--- src/rtl/pipe_ctrl_pkg.sv ---
// -----------------------------------------------------------------------------
// pipe_ctrl_pkg
// Shared definitions for the pipeline hazard controller.
//   REG_AW      : register-file address width (5)
//   WAIT_W      : width of the memory-wait counter (covers timeouts up to 1023)
//   state_e     : controller FSM encoding (RUN=0, LOAD_STALL=1, MEM_WAIT=2,
//                 FLUSH=3); the encoding is visible on state_o
//   reg_addr_t  : register address type
//   addr_match  : non-zero address equality (x0 never produces a match)
// -----------------------------------------------------------------------------
package pipe_ctrl_pkg;

  localparam int REG_AW = 5;
  localparam int WAIT_W = 10;

  typedef enum logic [1:0] {
    ST_RUN        = 2'd0,
    ST_LOAD_STALL = 2'd1,
    ST_MEM_WAIT   = 2'd2,
    ST_FLUSH      = 2'd3
  } state_e;

  typedef logic [REG_AW-1:0] reg_addr_t;

  // x0 is hardwired to zero, so it can never be a real producer/consumer pair.
  function automatic logic addr_match(input reg_addr_t a, input reg_addr_t b);
    return (a != '0) && (a == b);
  endfunction

endpackage

--- src/rtl/pipe_ctrl_if.sv ---
// -----------------------------------------------------------------------------
// pipe_ctrl_if
// Bundle between the pipeline datapath and the hazard controller.
//   Datapath -> controller : decode sources, execute destination, writeback
//                            destination, branch redirect, memory handshake
//   Controller -> datapath : stall / flush / bubble / hold, forwarding selects,
//                            sticky timeout flag, FSM state
// Modports:
//   slave  : the controller (pipe_ctrl)
//   master : the pipeline datapath
// -----------------------------------------------------------------------------
interface pipe_ctrl_if;
  import pipe_ctrl_pkg::*;

  // decode stage
  reg_addr_t  id_rs1_addr;
  reg_addr_t  id_rs2_addr;
  logic       id_rs1_used;
  logic       id_rs2_used;
  // execute stage
  reg_addr_t  ex_rd_addr;
  logic       ex_wb_en;
  logic       ex_is_load;
  // writeback stage (EX/WB register outputs)
  reg_addr_t  wb_rd_addr;
  logic       wb_en;
  // redirect and memory handshake
  logic       br_mispredict;
  logic       mem_req;
  logic       mem_ready;
  // controls back to the pipeline
  logic       if_stall;
  logic       id_stall;
  logic       id_flush;
  logic       ex_bubble;
  logic       exwb_hold;
  logic       fwd_a;
  logic       fwd_b;
  logic       mem_timeout_err;
  logic [1:0] state_o;

  modport slave (
    input  id_rs1_addr, id_rs2_addr, id_rs1_used, id_rs2_used,
    input  ex_rd_addr, ex_wb_en, ex_is_load,
    input  wb_rd_addr, wb_en,
    input  br_mispredict, mem_req, mem_ready,
    output if_stall, id_stall, id_flush, ex_bubble, exwb_hold,
    output fwd_a, fwd_b, mem_timeout_err, state_o
  );

  modport master (
    output id_rs1_addr, id_rs2_addr, id_rs1_used, id_rs2_used,
    output ex_rd_addr, ex_wb_en, ex_is_load,
    output wb_rd_addr, wb_en,
    output br_mispredict, mem_req, mem_ready,
    input  if_stall, id_stall, id_flush, ex_bubble, exwb_hold,
    input  fwd_a, fwd_b, mem_timeout_err, state_o
  );

endinterface

--- src/rtl/pipe_ctrl_hazard_detect.sv ---
// -----------------------------------------------------------------------------
// pipe_ctrl_hazard_detect
// Purely combinational register-address compare for the controller.
//   i_rs1_addr/i_rs2_addr, i_rs1_used/i_rs2_used : decode-stage sources
//   i_ex_rd_addr, i_ex_wb_en, i_ex_is_load        : execute-stage producer
//   i_wb_rd_addr, i_wb_en                         : writeback-stage producer
//   o_load_use : a load in EX writes a register a used source reads
//   o_fwd_a/b  : writeback result should replace regfile data for rs1/rs2
// -----------------------------------------------------------------------------
module pipe_ctrl_hazard_detect
  import pipe_ctrl_pkg::*;
(
  input  reg_addr_t i_rs1_addr,
  input  reg_addr_t i_rs2_addr,
  input  logic      i_rs1_used,
  input  logic      i_rs2_used,
  input  reg_addr_t i_ex_rd_addr,
  input  logic      i_ex_wb_en,
  input  logic      i_ex_is_load,
  input  reg_addr_t i_wb_rd_addr,
  input  logic      i_wb_en,
  output logic      o_load_use,
  output logic      o_fwd_a,
  output logic      o_fwd_b
);

  reg_addr_t  w_rs_addr [2];
  logic       w_rs_used [2];
  logic [1:0] w_lu_hit;
  logic [1:0] w_fwd_hit;

  assign w_rs_addr[0] = i_rs1_addr;
  assign w_rs_addr[1] = i_rs2_addr;
  assign w_rs_used[0] = i_rs1_used;
  assign w_rs_used[1] = i_rs2_used;

  genvar gi;
  generate
    for (gi = 0; gi < 2; gi++) begin : g_src
      // Only sources the instruction actually reads can create a load-use stall.
      assign w_lu_hit[gi]  = w_rs_used[gi] & addr_match(i_ex_rd_addr, w_rs_addr[gi]);
      // Forwarding is not qualified by "used": selecting bypass data for an
      // unused operand is harmless.
      assign w_fwd_hit[gi] = i_wb_en & addr_match(i_wb_rd_addr, w_rs_addr[gi]);
    end
  endgenerate

  assign o_load_use = i_ex_is_load & i_ex_wb_en & (|w_lu_hit);
  assign o_fwd_a    = w_fwd_hit[0];
  assign o_fwd_b    = w_fwd_hit[1];

endmodule

--- src/rtl/pipe_ctrl.sv ---
// -----------------------------------------------------------------------------
// pipe_ctrl
// Hazard / stall controller for a short in-order pipeline: load-use stalls,
// branch-mispredict flushes, multi-cycle memory waits with a timeout, and
// writeback-to-decode forwarding selects.
//
// Parameters:
//   MEM_TIMEOUT : max stalled cycles for one memory wait before forced release
//                 (1..1023)
//   CNT_W       : width of the performance counters
// Ports:
//   clk   : rising-edge clock
//   rst   : synchronous, active-high reset
//   bus   : pipe_ctrl_if.slave (pipeline inputs, control outputs)
//   stall_cnt, flush_cnt : performance counters, present only when the macro
//                 PIPE_CTRL_PERF_EN is defined
//
// Control outputs are Mealy: an event seen in RUN is acted on in that same
// cycle, while the FSM remembers what follows.
// -----------------------------------------------------------------------------
module pipe_ctrl
  import pipe_ctrl_pkg::*;
#(
  parameter int MEM_TIMEOUT = 255,
  parameter int CNT_W       = 32
) (
  input  logic             clk,
  input  logic             rst,
  pipe_ctrl_if.slave       bus
`ifdef PIPE_CTRL_PERF_EN
  ,
  output logic [CNT_W-1:0] stall_cnt,
  output logic [CNT_W-1:0] flush_cnt
`endif
);

  localparam logic [WAIT_W-1:0] TIMEOUT_LIMIT = WAIT_W'(MEM_TIMEOUT);

  generate
    if (MEM_TIMEOUT < 1 || MEM_TIMEOUT > 1023 || CNT_W < 1) begin : g_param_check
      $error("pipe_ctrl: MEM_TIMEOUT must be 1..1023 and CNT_W at least 1");
    end
  endgenerate

  state_e            r_state;
  logic [WAIT_W-1:0] r_wait_cnt;
  logic              r_timeout_err;
  logic              r_br_pend;

  logic w_load_use;
  logic w_fwd_a;
  logic w_fwd_b;
  logic w_mispredict;
  logic w_mem_wait;
  logic w_timeout;
  logic w_if_stall;
  logic w_id_stall;
  logic w_id_flush;
  logic w_ex_bubble;
  logic w_exwb_hold;

  pipe_ctrl_hazard_detect hazard_detect (
    .i_rs1_addr   (bus.id_rs1_addr),
    .i_rs2_addr   (bus.id_rs2_addr),
    .i_rs1_used   (bus.id_rs1_used),
    .i_rs2_used   (bus.id_rs2_used),
    .i_ex_rd_addr (bus.ex_rd_addr),
    .i_ex_wb_en   (bus.ex_wb_en),
    .i_ex_is_load (bus.ex_is_load),
    .i_wb_rd_addr (bus.wb_rd_addr),
    .i_wb_en      (bus.wb_en),
    .o_load_use   (w_load_use),
    .o_fwd_a      (w_fwd_a),
    .o_fwd_b      (w_fwd_b)
  );

  // A redirect that arrived while the pipe was frozen is replayed on return
  // to RUN, since the branch itself may have moved on by then.
  assign w_mispredict = bus.br_mispredict | r_br_pend;
  assign w_mem_wait   = bus.mem_req & ~bus.mem_ready;
  // The entry cycle in RUN already counts as one waited cycle.
  assign w_timeout    = (r_wait_cnt >= TIMEOUT_LIMIT);

  always_comb begin
    w_if_stall  = 1'b0;
    w_id_stall  = 1'b0;
    w_id_flush  = 1'b0;
    w_ex_bubble = 1'b0;
    w_exwb_hold = 1'b0;
    if (!rst) begin
      unique case (r_state)
        ST_RUN: begin
          if (w_mispredict) begin
            w_id_flush  = 1'b1;
            w_ex_bubble = 1'b1;
          end else if (w_mem_wait) begin
            w_if_stall  = 1'b1;
            w_id_stall  = 1'b1;
            w_exwb_hold = 1'b1;
          end else if (w_load_use) begin
            w_if_stall  = 1'b1;
            w_id_stall  = 1'b1;
            w_ex_bubble = 1'b1;
          end
        end
        ST_MEM_WAIT: begin
          // Released combinationally on the mem_ready (or timeout) cycle.
          if (!bus.mem_ready && !w_timeout) begin
            w_if_stall  = 1'b1;
            w_id_stall  = 1'b1;
            w_exwb_hold = 1'b1;
          end
        end
        ST_FLUSH: begin
          // Second flush kills the wrong-path fetch that was already in IF.
          w_id_flush = 1'b1;
        end
        default: ;
      endcase
    end
  end

  always_ff @(posedge clk) begin
    if (rst) begin
      r_state       <= ST_RUN;
      r_wait_cnt    <= '0;
      r_timeout_err <= 1'b0;
      r_br_pend     <= 1'b0;
    end else begin
      unique case (r_state)
        ST_RUN: begin
          if (w_mispredict) begin
            r_state   <= ST_FLUSH;
            r_br_pend <= 1'b0;
          end else if (w_mem_wait) begin
            r_state    <= ST_MEM_WAIT;
            r_wait_cnt <= WAIT_W'(1);
          end else if (w_load_use) begin
            r_state <= ST_LOAD_STALL;
          end
        end
        ST_LOAD_STALL: begin
          r_br_pend <= r_br_pend | bus.br_mispredict;
          r_state   <= ST_RUN;
        end
        ST_MEM_WAIT: begin
          r_br_pend <= r_br_pend | bus.br_mispredict;
          if (bus.mem_ready) begin
            r_state    <= ST_RUN;
            r_wait_cnt <= '0;
          end else if (w_timeout) begin
            r_state       <= ST_RUN;
            r_wait_cnt    <= '0;
            r_timeout_err <= 1'b1;
          end else begin
            r_wait_cnt <= r_wait_cnt + WAIT_W'(1);
          end
        end
        ST_FLUSH: begin
          // A redirect here belongs to the flushed wrong path: dropped.
          r_state <= ST_RUN;
        end
        default: r_state <= ST_RUN;
      endcase
    end
  end

`ifdef PIPE_CTRL_PERF_EN
  logic [CNT_W-1:0] r_stall_cnt;
  logic [CNT_W-1:0] r_flush_cnt;

  always_ff @(posedge clk) begin
    if (rst) begin
      r_stall_cnt <= '0;
      r_flush_cnt <= '0;
    end else begin
      if (w_if_stall) begin
        r_stall_cnt <= r_stall_cnt + CNT_W'(1);
      end
      if (r_state == ST_RUN && w_mispredict) begin
        r_flush_cnt <= r_flush_cnt + CNT_W'(1);
      end
    end
  end

  assign stall_cnt = r_stall_cnt;
  assign flush_cnt = r_flush_cnt;
`endif

  assign bus.if_stall        = w_if_stall;
  assign bus.id_stall        = w_id_stall;
  assign bus.id_flush        = w_id_flush;
  assign bus.ex_bubble       = w_ex_bubble;
  assign bus.exwb_hold       = w_exwb_hold;
  assign bus.fwd_a           = w_fwd_a;
  assign bus.fwd_b           = w_fwd_b;
  assign bus.mem_timeout_err = r_timeout_err;
  assign bus.state_o         = r_state;

endmodule
--- src/flat_wrapper.sv ---
// flat-port wrapper written by rule: the top's interface ports become plain ports
module pipe_ctrl_flat import pipe_ctrl_pkg::*;
#(
  parameter int MEM_TIMEOUT = 255,
  parameter int CNT_W       = 32
)
  (clk, rst, bus_id_rs1_addr, bus_id_rs2_addr, bus_id_rs1_used, bus_id_rs2_used, bus_ex_rd_addr, bus_ex_wb_en, bus_ex_is_load, bus_wb_rd_addr, bus_wb_en, bus_br_mispredict, bus_mem_req, bus_mem_ready, bus_if_stall, bus_id_stall, bus_id_flush, bus_ex_bubble, bus_exwb_hold, bus_fwd_a, bus_fwd_b, bus_mem_timeout_err, bus_state_o);
  pipe_ctrl_if bus_i ();
  input  logic clk;
  input  logic rst;
  input wire logic [$bits(bus_i.id_rs1_addr)-1:0] bus_id_rs1_addr;
  input wire logic [$bits(bus_i.id_rs2_addr)-1:0] bus_id_rs2_addr;
  input wire logic [$bits(bus_i.id_rs1_used)-1:0] bus_id_rs1_used;
  input wire logic [$bits(bus_i.id_rs2_used)-1:0] bus_id_rs2_used;
  input wire logic [$bits(bus_i.ex_rd_addr)-1:0] bus_ex_rd_addr;
  input wire logic [$bits(bus_i.ex_wb_en)-1:0] bus_ex_wb_en;
  input wire logic [$bits(bus_i.ex_is_load)-1:0] bus_ex_is_load;
  input wire logic [$bits(bus_i.wb_rd_addr)-1:0] bus_wb_rd_addr;
  input wire logic [$bits(bus_i.wb_en)-1:0] bus_wb_en;
  input wire logic [$bits(bus_i.br_mispredict)-1:0] bus_br_mispredict;
  input wire logic [$bits(bus_i.mem_req)-1:0] bus_mem_req;
  input wire logic [$bits(bus_i.mem_ready)-1:0] bus_mem_ready;
  output wire logic [$bits(bus_i.if_stall)-1:0] bus_if_stall;
  output wire logic [$bits(bus_i.id_stall)-1:0] bus_id_stall;
  output wire logic [$bits(bus_i.id_flush)-1:0] bus_id_flush;
  output wire logic [$bits(bus_i.ex_bubble)-1:0] bus_ex_bubble;
  output wire logic [$bits(bus_i.exwb_hold)-1:0] bus_exwb_hold;
  output wire logic [$bits(bus_i.fwd_a)-1:0] bus_fwd_a;
  output wire logic [$bits(bus_i.fwd_b)-1:0] bus_fwd_b;
  output wire logic [$bits(bus_i.mem_timeout_err)-1:0] bus_mem_timeout_err;
  output wire logic [$bits(bus_i.state_o)-1:0] bus_state_o;
  assign bus_i.id_rs1_addr = bus_id_rs1_addr;
  assign bus_i.id_rs2_addr = bus_id_rs2_addr;
  assign bus_i.id_rs1_used = bus_id_rs1_used;
  assign bus_i.id_rs2_used = bus_id_rs2_used;
  assign bus_i.ex_rd_addr = bus_ex_rd_addr;
  assign bus_i.ex_wb_en = bus_ex_wb_en;
  assign bus_i.ex_is_load = bus_ex_is_load;
  assign bus_i.wb_rd_addr = bus_wb_rd_addr;
  assign bus_i.wb_en = bus_wb_en;
  assign bus_i.br_mispredict = bus_br_mispredict;
  assign bus_i.mem_req = bus_mem_req;
  assign bus_i.mem_ready = bus_mem_ready;
  assign bus_if_stall = bus_i.if_stall;
  assign bus_id_stall = bus_i.id_stall;
  assign bus_id_flush = bus_i.id_flush;
  assign bus_ex_bubble = bus_i.ex_bubble;
  assign bus_exwb_hold = bus_i.exwb_hold;
  assign bus_fwd_a = bus_i.fwd_a;
  assign bus_fwd_b = bus_i.fwd_b;
  assign bus_mem_timeout_err = bus_i.mem_timeout_err;
  assign bus_state_o = bus_i.state_o;
  pipe_ctrl #(.MEM_TIMEOUT(MEM_TIMEOUT), .CNT_W(CNT_W)) u_core (.clk(clk), .rst(rst), .bus(bus_i));
endmodule
--- config.mk ---
export PLATFORM = sky130hd
export DESIGN_NAME = pipe_ctrl_flat
export DESIGN_NICKNAME = d
export VERILOG_FILES = /design/src/rtl/pipe_ctrl_pkg.sv /design/src/rtl/pipe_ctrl_if.sv /design/src/rtl/pipe_ctrl_hazard_detect.sv /design/src/rtl/pipe_ctrl.sv /design/src/flat_wrapper.sv
export SDC_FILE = /design/constraint.sdc
export NUM_CORES = 1
export LEC_CHECK = 0
export BUFFER_PORTS_ARGS = -buffer_cell sky130_fd_sc_hd__buf_4
export CORE_MARGIN = 2
export CORE_UTILIZATION = 45
export CTS_CLUSTER_SIZE = 10
export DETAILED_ROUTE_END_ITERATION = 8
export PLACE_DENSITY = 0.78
export SLEW_MARGIN = 20
export SYNTH_ARGS = -nofsm -noshare
export SYNTH_HDL_FRONTEND = slang
export SYNTH_SLANG_ARGS = --single-unit
--- constraint.sdc ---
create_clock -name clk -period 2.7 [get_ports clk]
set_clock_uncertainty 0.1 [all_clocks]
set_input_delay 0.675 -clock clk [delete_from_list [all_inputs] [get_ports clk]]
set_output_delay 0.675 -clock clk [all_outputs]
set_load 0.02 [all_outputs]
* After elaboration in Yosys (flattened, before gate mapping) *
Cells that the tools add are included.

cells by class
  $add $sub $neg = 1
  multiply operators = 0
  div/mod/pow operators = 0
  order comparisons = 1
  eq/ne operators = 12
  shift-type cells = 0
  multiplexer cells = 30
  bitwise gates (word level) = 9
  reduce and logical (&&, ||, !) cells = 19

operators with widths
  cell                                                   count
  2-to-1 mux 10 bit                                      4
  equality test 5 bit                                    4
  one-hot mux 10 bit (2 select lines)                    1
  2-to-1 mux 1 bit                                       15
  adder 10 x 1 -> 10 bit (second input constant)         1
  >= comparator 10 x 8 -> 1 bit (second input constant)  1
  2-to-1 mux 2 bit                                       5
  nonzero test 5 bit                                     2
  one-hot mux 1 bit (2 select lines)                     4
  AND 1 bit                                              7
  one-hot mux 2 bit (3 select lines)                     1
  AND reduction 3 bit                                    2
  OR reduction 2 bit                                     3
  logical AND 1 bit                                      5
  equality test 2 bit (second input constant)            2
  != test 2 x 1 -> 1 bit (second input constant)         2
  != test 4 x 2 -> 1 bit (second input constant)         1
  AND reduction 2 bit                                    2
  nonzero test 2 bit                                     2
  != test 3 x 2 -> 1 bit (second input constant)         1
  equality test 2 x 1 -> 1 bit (second input constant)   1
  zero test 1 bit                                        2
  zero test 2 bit                                        1
  != test 2 bit (second input constant)                  1
  other kinds (2)                                        2

storage, ports and cells
  register bits = 14
  bits in latches = 0
  RAM bits = 0
  bits in read-only memories = 0
  bits of input ports = 30
  output and inout bits = 10
  word-level logic and storage cells = 76
  memories kept = 0

* Longest topological paths before layout *
Gate-level depths: netlist of the first run.

  depth after elaboration = 10
  gate-level depth with buffers = 8
  gate-level depth less buffers = 7

* Modules after synthesis *
A second synthesis of the first run with hierarchy kept.

unflattened totals
  cells, all modules = 125
  area, all modules = 1,079.8 um2

by module, submodules not included
  module                   times used  cells an instance  area each (um2)  sequential area each (um2)
  pipe_ctrl                1           92                 823.3            280.3
  pipe_ctrl_hazard_detect  1           33                 256.5            0.0

* Least setup slack after synthesis of the first run *
Ideal clock, no wire load.

  kind = flip-flop to output port
  start point = register u_core.r_state[1], in the netlist u_core.bus.state_o[1]
  end point = output bus_if_stall
  arrival = 2,244 ps
  data required time = 1,925 ps
  slack = -319 ps
  cell stages (with the launch flop) = 8
  buffers on the path = 1
  cell sequence = dfxtp_1 ha_1 or4b_1 a21oi_2 nor2_1 nor2_1 a31o_2 buf_4

on the way
  word-level cells in the longest chain between the ends = 3
  elaborated cells on any way between the ends = 4
  classes of those cells = eq/ne: 1; mux: 2; reduce/logical: 1

RTL lines
  item                                                           line                text
  from (decl)                                                    pipe_ctrl.sv:45     state_e r_state;
  from (signal assigned)                                         pipe_ctrl.sv:125    r_state <= ST_RUN;
  from (signal assigned)                                         pipe_ctrl.sv:133    r_state <= ST_FLUSH;
  from (signal assigned)                                         pipe_ctrl.sv:136    r_state <= ST_MEM_WAIT;
  equality test 2 bit / zero test 2 bit (equally long branches)  n/a
  one-hot mux 1 bit (2 select lines) *                           n/a
  2-to-1 mux 1 bit *                                             n/a
  to (decl)                                                      flat_wrapper.sv:23  output wire logic [$bits(bus_i.if_stall)-1:0] bus_if_stall;

Mark *: on every way between the ends. The rest lies on a longest branch, timed or not.

* Final worst setup path of the first run *
  start point = input bus_ex_rd_addr[2]
  end point = output bus_id_stall

on the way
  word-level cells in the longest chain between the ends = 10
  elaborated cells on any way between the ends = 14
  classes of those cells = eq/ne: 2; mux: 5; bitwise: 3; reduce/logical: 4

RTL lines
  item                                                              line                           text
  from (decl)                                                       flat_wrapper.sv:15             input wire logic [$bits(bus_i.ex_rd_addr)-1:0] bus_ex_rd_addr;
  equality test 5 bit / nonzero test 5 bit (equally long branches)  pipe_ctrl_pkg.sv:27            return (a != '0) && (a == b);
  logical AND 1 bit                                                 pipe_ctrl_pkg.sv:27
  AND 1 bit                                                         pipe_ctrl_hazard_detect.sv:41  assign w_lu_hit[gi] = w_rs_used[gi] & addr_match(i_ex_rd_addr, w_rs_addr[gi]);
  OR reduction 2 bit *                                              pipe_ctrl_hazard_detect.sv:48  assign o_load_use = i_ex_is_load & i_ex_wb_en & (|w_lu_hit);
  AND 1 bit *                                                       pipe_ctrl_hazard_detect.sv:48
  2-to-1 mux 1 bit *                                                pipe_ctrl.sv:100               end else if (w_load_use) begin
  2-to-1 mux 1 bit *                                                pipe_ctrl.sv:96                end else if (w_mem_wait) begin
  2-to-1 mux 1 bit *                                                pipe_ctrl.sv:93                if (w_mispredict) begin
  one-hot mux 1 bit (2 select lines) *                              pipe_ctrl.sv:91                unique case (r_state)
  2-to-1 mux 1 bit *                                                pipe_ctrl.sv:90                if (!rst) begin
  to (decl)                                                         flat_wrapper.sv:24             output wire logic [$bits(bus_i.id_stall)-1:0] bus_id_stall;

Marked as above.

==> flow_metrics.env, run 1 <==
export IMPL_cts_root_buf="clkbuf_4"
export IMPL_nets=213
export IMPL_drv_slew=0
export IMPL_violations="setup timing"
export IMPL_ant_nets=0
export IMPL_clkTransAtPathRegs_ns=0.09
export IMPL_initial_core_util_pct=47.9
export IMPL_synth_edff_count=0
export IMPL_post_place_ws_ns=-0.151
export IMPL_grt_pass1_wl_um=4330
export IMPL_power_leakage_nw=0.677
export IMPL_synthArstFlopShare_pct=0
export IMPL_required_ns=1.92
export IMPL_synth_area_leader_cell="dfxtp_1"
export IMPL_grt_max_degree=9
export IMPL_worstMarginPinSlew_ns=0.417
export IMPL_synthCells=127
export IMPL_reg2reg_from="u_core.bus.state_o[0]$_SDFFE_PP0P_"
export IMPL_synth_most_common_cell="xnor2_1"
export IMPL_dieArea_um2=2760
export IMPL_rsz0062_at_grt="yes"
export IMPL_yosys_top_cells_area="dfxtp_1 26%, xnor2_1 13%, xor2_1 8.3%, nor2_1 5.3%, ha_1 4.7%"
export IMPL_syn_num_nets=161
export IMPL_ys_seq_area_share_pct=26.5
export IMPL_power_density_nw_per_um2=576
export IMPL_ys_warn_count=0
export IMPL_synthesis_area_um2=1060
export IMPL_status="finished with violations"
export IMPL_slew_headroom_pct=72.2
export IMPL_overflow=0
export IMPL_antennaDiodeCount=0
export IMPL_fin_crit_ns=2.76
export IMPL_grt_use_total_pct=20.6
export IMPL_path_max_fanout=3
export IMPL_core_area_um2=2210
export IMPL_gp_congestion=0.976
export IMPL_place_inst=202
export IMPL_die_h_um=52.5
export IMPL_clk_latency_ns=0.28
export IMPL_fin_ws_ns=-0.0637
export IMPL_min_path_type="reg2reg"
export IMPL_yosysUniqueCellTypes=36
export IMPL_start_kind="input port"
export IMPL_maxCapViolCount=0
export IMPL_netlist_area_leader_share_pct=26.5
export IMPL_synth_flop_cell="dfxtp_1"
export IMPL_wl_um=2750
export IMPL_syn2layout_area_growth_pct=46.9
export IMPL_peakVddDrop_mv=0.639
export IMPL_clock_fmax_mhz=362
export IMPL_clkSinkCount=14
export IMPL_synth_commonest_cells="16 x xnor2_1, 15 x nor2_1, 14 x dfxtp_1, 10 x xor2_1, 9 x nand2_1"
export IMPL_die_x_um=52.5
export IMPL_vias_per_cell=5.43
export IMPL_ys_ff_latch=14
export IMPL_crit_type="in2out"
export IMPL_finalCritPeriodShare_pct=102
export IMPL_rows=17
export IMPL_dr_total_vias=1118
export IMPL_avgSynthCellArea_um2=8.33
export IMPL_routedWlPerCell_um=13.4
export IMPL_worstPathArrival_ns=1.99
export IMPL_dp_hpwl_um=2230
export IMPL_finalSetupViolations=3
export IMPL_hp_start="u_core.bus.mem_timeout_err$_SDFFE_PP0P_"
export IMPL_cts_tree="yes"
export IMPL_hold_violations=0
export IMPL_portBuffers=39
export IMPL_cp_end_kind="output port"
export IMPL_drtIter0Drc=22
export IMPL_drc=0
export IMPL_h_tree_depth=1
export IMPL_numCtsBuffers=3
export IMPL_io_pins=40
export IMPL_cts_setup_buffers=0
export IMPL_drive_gt1_share_pct=38.2
export IMPL_firstDrtPassIters=4
export IMPL_startpoint="bus_ex_rd_addr[2]"
export IMPL_cts_buffer_depth=2
export IMPL_fin_cells=206
export IMPL_grt_pass1_vias=992
export IMPL_ctsHoldBuffers=0
export IMPL_antenna_found_initial=0
## path summary, 6_finish.rpt
kind / end / slack (ns) / depth (start not counted)
worst max-delay path: bus_id_stall / -0.06 / 6
worst min-delay path: u_core.bus.mem_timeout_err$_SDFFE_PP0P_ / 0.41 / 2
worst max register to register: u_core.bus.state_o[0]$_SDFFE_PP0P_ / 0.80 / 7
worst min register to register: u_core.bus.mem_timeout_err$_SDFFE_PP0P_ / 0.41 / 2
## report_power, final
part | switching (W) | leakage, nW | total [W] | internal, W
clock network | 0.0000714 | 0.0210 | 0.000153 | 0.0000821
logic | 0.000256 | 0.541 | 0.000466 | 0.000211
registers | 0.0000382 | 0.114 | 0.000276 | 0.000238
## registers in the layout, summed over array words and instances, names as in the netlist
| register | cells |
|---|---|
| u_core.r_wait_cnt | 10 |
| u_core.bus.state_o | 2 |
| u_core.r_br_pend | 1 |
| u_core.bus.mem_timeout_err | 1 |
## metrics by stage
stage / hold WS, ns / total power, W / TNS (ns) / utilization (%) / cell area, um2
final: 0.407 / 0.000896 / -0.170 / 70.3 / 1560
after global routing: 0.401 / 0.000947 / -0.242 / 70.3 / 1560
after CTS: 0.398 / 0.000891 / -0.308 / 69.9 / 1550
after detailed placement: 0.376 / 0.000717 / -0.437 / 66.6 / 1470
after global placement: 0.354 / 0.000707 / -0.392 / 66.6 / 1470
after floorplan: 0.367 / 0.000555 / -0.0551 / - / 1090
## critical path: stages
cell	delay, ns
buf_6	0.09
or3_4	0.37
o311a_1	0.31
and2_4	0.18
a31o_4	0.23
buf_6	0.13
## layout make-up
cell class              count  area (um2)
multi-input cells         106         800
fillers                   178         657
repair buffers             48         379
flip-flops and latches     14         283
clock buffers               4        36.3
well taps                  28        35.0
inverters                   6        22.5
## repair_timing
| item | CTS | global route |
|---|---|---|
| pin swaps | 4 | 2 |
| gates resized for setup | 8 | 3 |
| setup endpoints to repair | 4 | 4 |
| endpoints found under the hold margin | 0 | 0 |
## kinds of logic after synthesis
family,synth area share [%]
compound gates,17.9
xor+xnor,21.5
fa+ha+maj,4.73
buf+inv,2.84
flops,26.5
mux,0.946
simple gates,25.6
## per-layer routing
layer	vias to the layer above	global-route usage, %	share of wire [%]	routed length [um]
met5	-	0	0	0
met4	0	3.42	0.44	12
met3	2	2.29	5.1	140
met2	28	37.3	52	1430
met1	534	26.5	43	1180
li1	554	-	-	-
## layout by cell type (no fill, tap or decap), types with 4 or more instances in the layout
master   instances
nand2_1          9
a21oi_1          4
nor2_1          14
xor2_1          10
xnor2_1         16
inv_1            5
buf_6            5
o21ai_0          4
dfxtp_1         12
nand4_1          6
buf_4           43
and3_1           4
nand3_1          4
No activity file was read; power rests on OpenSTA's default activity.
==> inputs of run 2 (changes only) <==
- CTS_BUF_LIST: unset -> sky130_fd_sc_hd__clkbuf_8
==> run 2 against run 1 <==
The flow still finishes with violations (setup timing). Critical path depth unchanged. Via count down 0.45%. Flip-flop and latch count stayed put. First-iteration DRC count decreased by 23%. Non-clock buffer count unchanged. Die area unchanged. Design area is 1.2% higher. Global-route usage grew 0.78 points.
==> flow_metrics.env, run 2 (synthesis gave the netlist of run 1 again) <==
export IMPL_h_tree_depth=1
export IMPL_vias_per_cell=5.40
export IMPL_clk_latency_ns=0.25
export IMPL_path_max_fanout=3
export IMPL_finalSetupViolations=3
export IMPL_dieArea_um2=2760
export IMPL_nets=213
export IMPL_peakVddDrop_mv=0.686
export IMPL_clock_fmax_mhz=362
export IMPL_io_pins=40
export IMPL_finalCritPeriodShare_pct=102
export IMPL_rows=17
export IMPL_post_place_ws_ns=-0.151
export IMPL_place_inst=202
export IMPL_overflow=0
export IMPL_grt_busiest_layer="met2"
export IMPL_min_path_type="reg2reg"
export IMPL_core_area_um2=2210
export IMPL_maxCapViolCount=0
export IMPL_required_ns=1.92
export IMPL_dp_hpwl_um=2230
export IMPL_met1_usage_pct=26.2
export IMPL_drv_slew=0
export IMPL_syn2layout_area_growth_pct=48.7
export IMPL_clkSinkCount=14
export IMPL_final_common_cell="buf_4"
export IMPL_portBuffers=39
export IMPL_hold_violations=0
export IMPL_fin_ws_ns=-0.0602
export IMPL_rsz0062_at_grt="yes"
export IMPL_violations="setup timing"
export IMPL_die_x_um=52.5
export IMPL_crit_type="in2out"
export IMPL_regMostFlops="u_core.r_wait_cnt"
export IMPL_routedWlPerCell_um=13.5
export IMPL_grt_met3_usage_pct=3.14
export IMPL_power_leakage_nw=0.684
export IMPL_dr_total_vias=1113
export IMPL_grt_pass1_vias=1005
export IMPL_worstPathArrival_ns=1.99
export IMPL_placed_area_um2=1470
export IMPL_cts_buffer_depth=2
export IMPL_grt_max_degree=9
export IMPL_cts_tree="yes"
export IMPL_cp_end_kind="output port"
export IMPL_power_density_nw_per_um2=605
export IMPL_met2_usage_pct=37.1
export IMPL_stdcell_area_um2=1570
export IMPL_gp_congestion=0.976
export IMPL_start_kind="input port"
export IMPL_antennaDiodeCount=0
export IMPL_firstDrtPassIters=4
export IMPL_fin_cells=206
export IMPL_ant_nets=0
export IMPL_tns_ns=-0.160
export IMPL_layout_common_cells="43 x buf_4, 16 x xnor2_1, 14 x nor2_1, 12 x dfxtp_1, 10 x xor2_1"
export IMPL_slew_headroom_pct=72.5
export IMPL_drc=0
export IMPL_drive_gt1_share_pct=38.2
export IMPL_clkTransAtPathRegs_ns=0.06
export IMPL_fin_crit_ns=2.76
export IMPL_die_h_um=52.5
export IMPL_initial_core_util_pct=47.9
export IMPL_worstMarginPinSlew_ns=0.412
export IMPL_wl_um=2780
export IMPL_antenna_found_initial=0
export IMPL_largest_register_ffs=10
export IMPL_grt_use_total_pct=21.4
export IMPL_status="finished with violations"
export IMPL_numCtsBuffers=3
export IMPL_cts_setup_buffers=0
export IMPL_cts_root_buf="clkbuf_8"
export IMPL_grt_pass1_wl_um=4380
export IMPL_drtIter0Drc=17
## run 2: cell types whose count changed in the layout (fill, tap and decap cells not counted)
cell      change
clkbuf_4      -3
clkbuf_8      +3
## run 2: area by class of cell
cell class              count  area [um2]
clock buffers               4        55.1
fillers                   176         638
inverters                   6        22.5
multi-input cells         106         800
flip-flops and latches     14         283
well taps                  28        35.0
repair buffers             48         379
## run 2: final timing paths
path	startpoint	endpoint	slack, ns	cells after the start
worst max-delay path	bus_ex_rd_addr[2]	bus_id_stall	-0.06	6
worst min-delay path	u_core.bus.mem_timeout_err$_SDFFE_PP0P_	u_core.bus.mem_timeout_err$_SDFFE_PP0P_	0.40	2
worst max register to register	u_core.bus.state_o[0]$_SDFFE_PP0P_	u_core.bus.state_o[0]$_SDFFE_PP0P_	0.80	7
worst min register to register	u_core.bus.mem_timeout_err$_SDFFE_PP0P_	u_core.bus.mem_timeout_err$_SDFFE_PP0P_	0.40	2
## run 2: critical path: stages
cell and delay, ns:
buf_6 0.09, or3_4 0.37, o311a_1 0.31, and2_4 0.18
a31o_4 0.23, buf_6 0.13
## run 2: timing repair
item | 4_1_cts | 5_1_grt
hold buffers | 0 | 0
setup endpoints to repair | 4 | 4
pin swaps | 4 | 1
gates resized for setup | 7 | 4
## run 2: report_power, final
part	leakage, nW	total [W]	internal, W	switching [W]
sequential	0.114	0.000276	0.000238	0.0000376
combinational	0.541	0.000465	0.000211	0.000254
clock	0.0288	0.000211	0.000129	0.0000814
## run 2: per-layer routing
layer	part of all wire, %	wire length (um)
met4	2.1	59
met5	0	0
met1	43	1200
met3	4.5	125
met2	50	1390
## run 2: stage by stage
| stage | utilization, % | hold WS, ns | power (W) |
|---|---|---|---|
| floorplan | - | 0.367 | 0.000555 |
| CTS | 70.7 | 0.391 | 0.000948 |
| global placement | 66.6 | 0.354 | 0.000707 |
| finish | 71.2 | 0.400 | 0.000952 |
| global route | 71.2 | 0.393 | 0.00101 |
| detailed placement | 66.6 | 0.376 | 0.000717 |
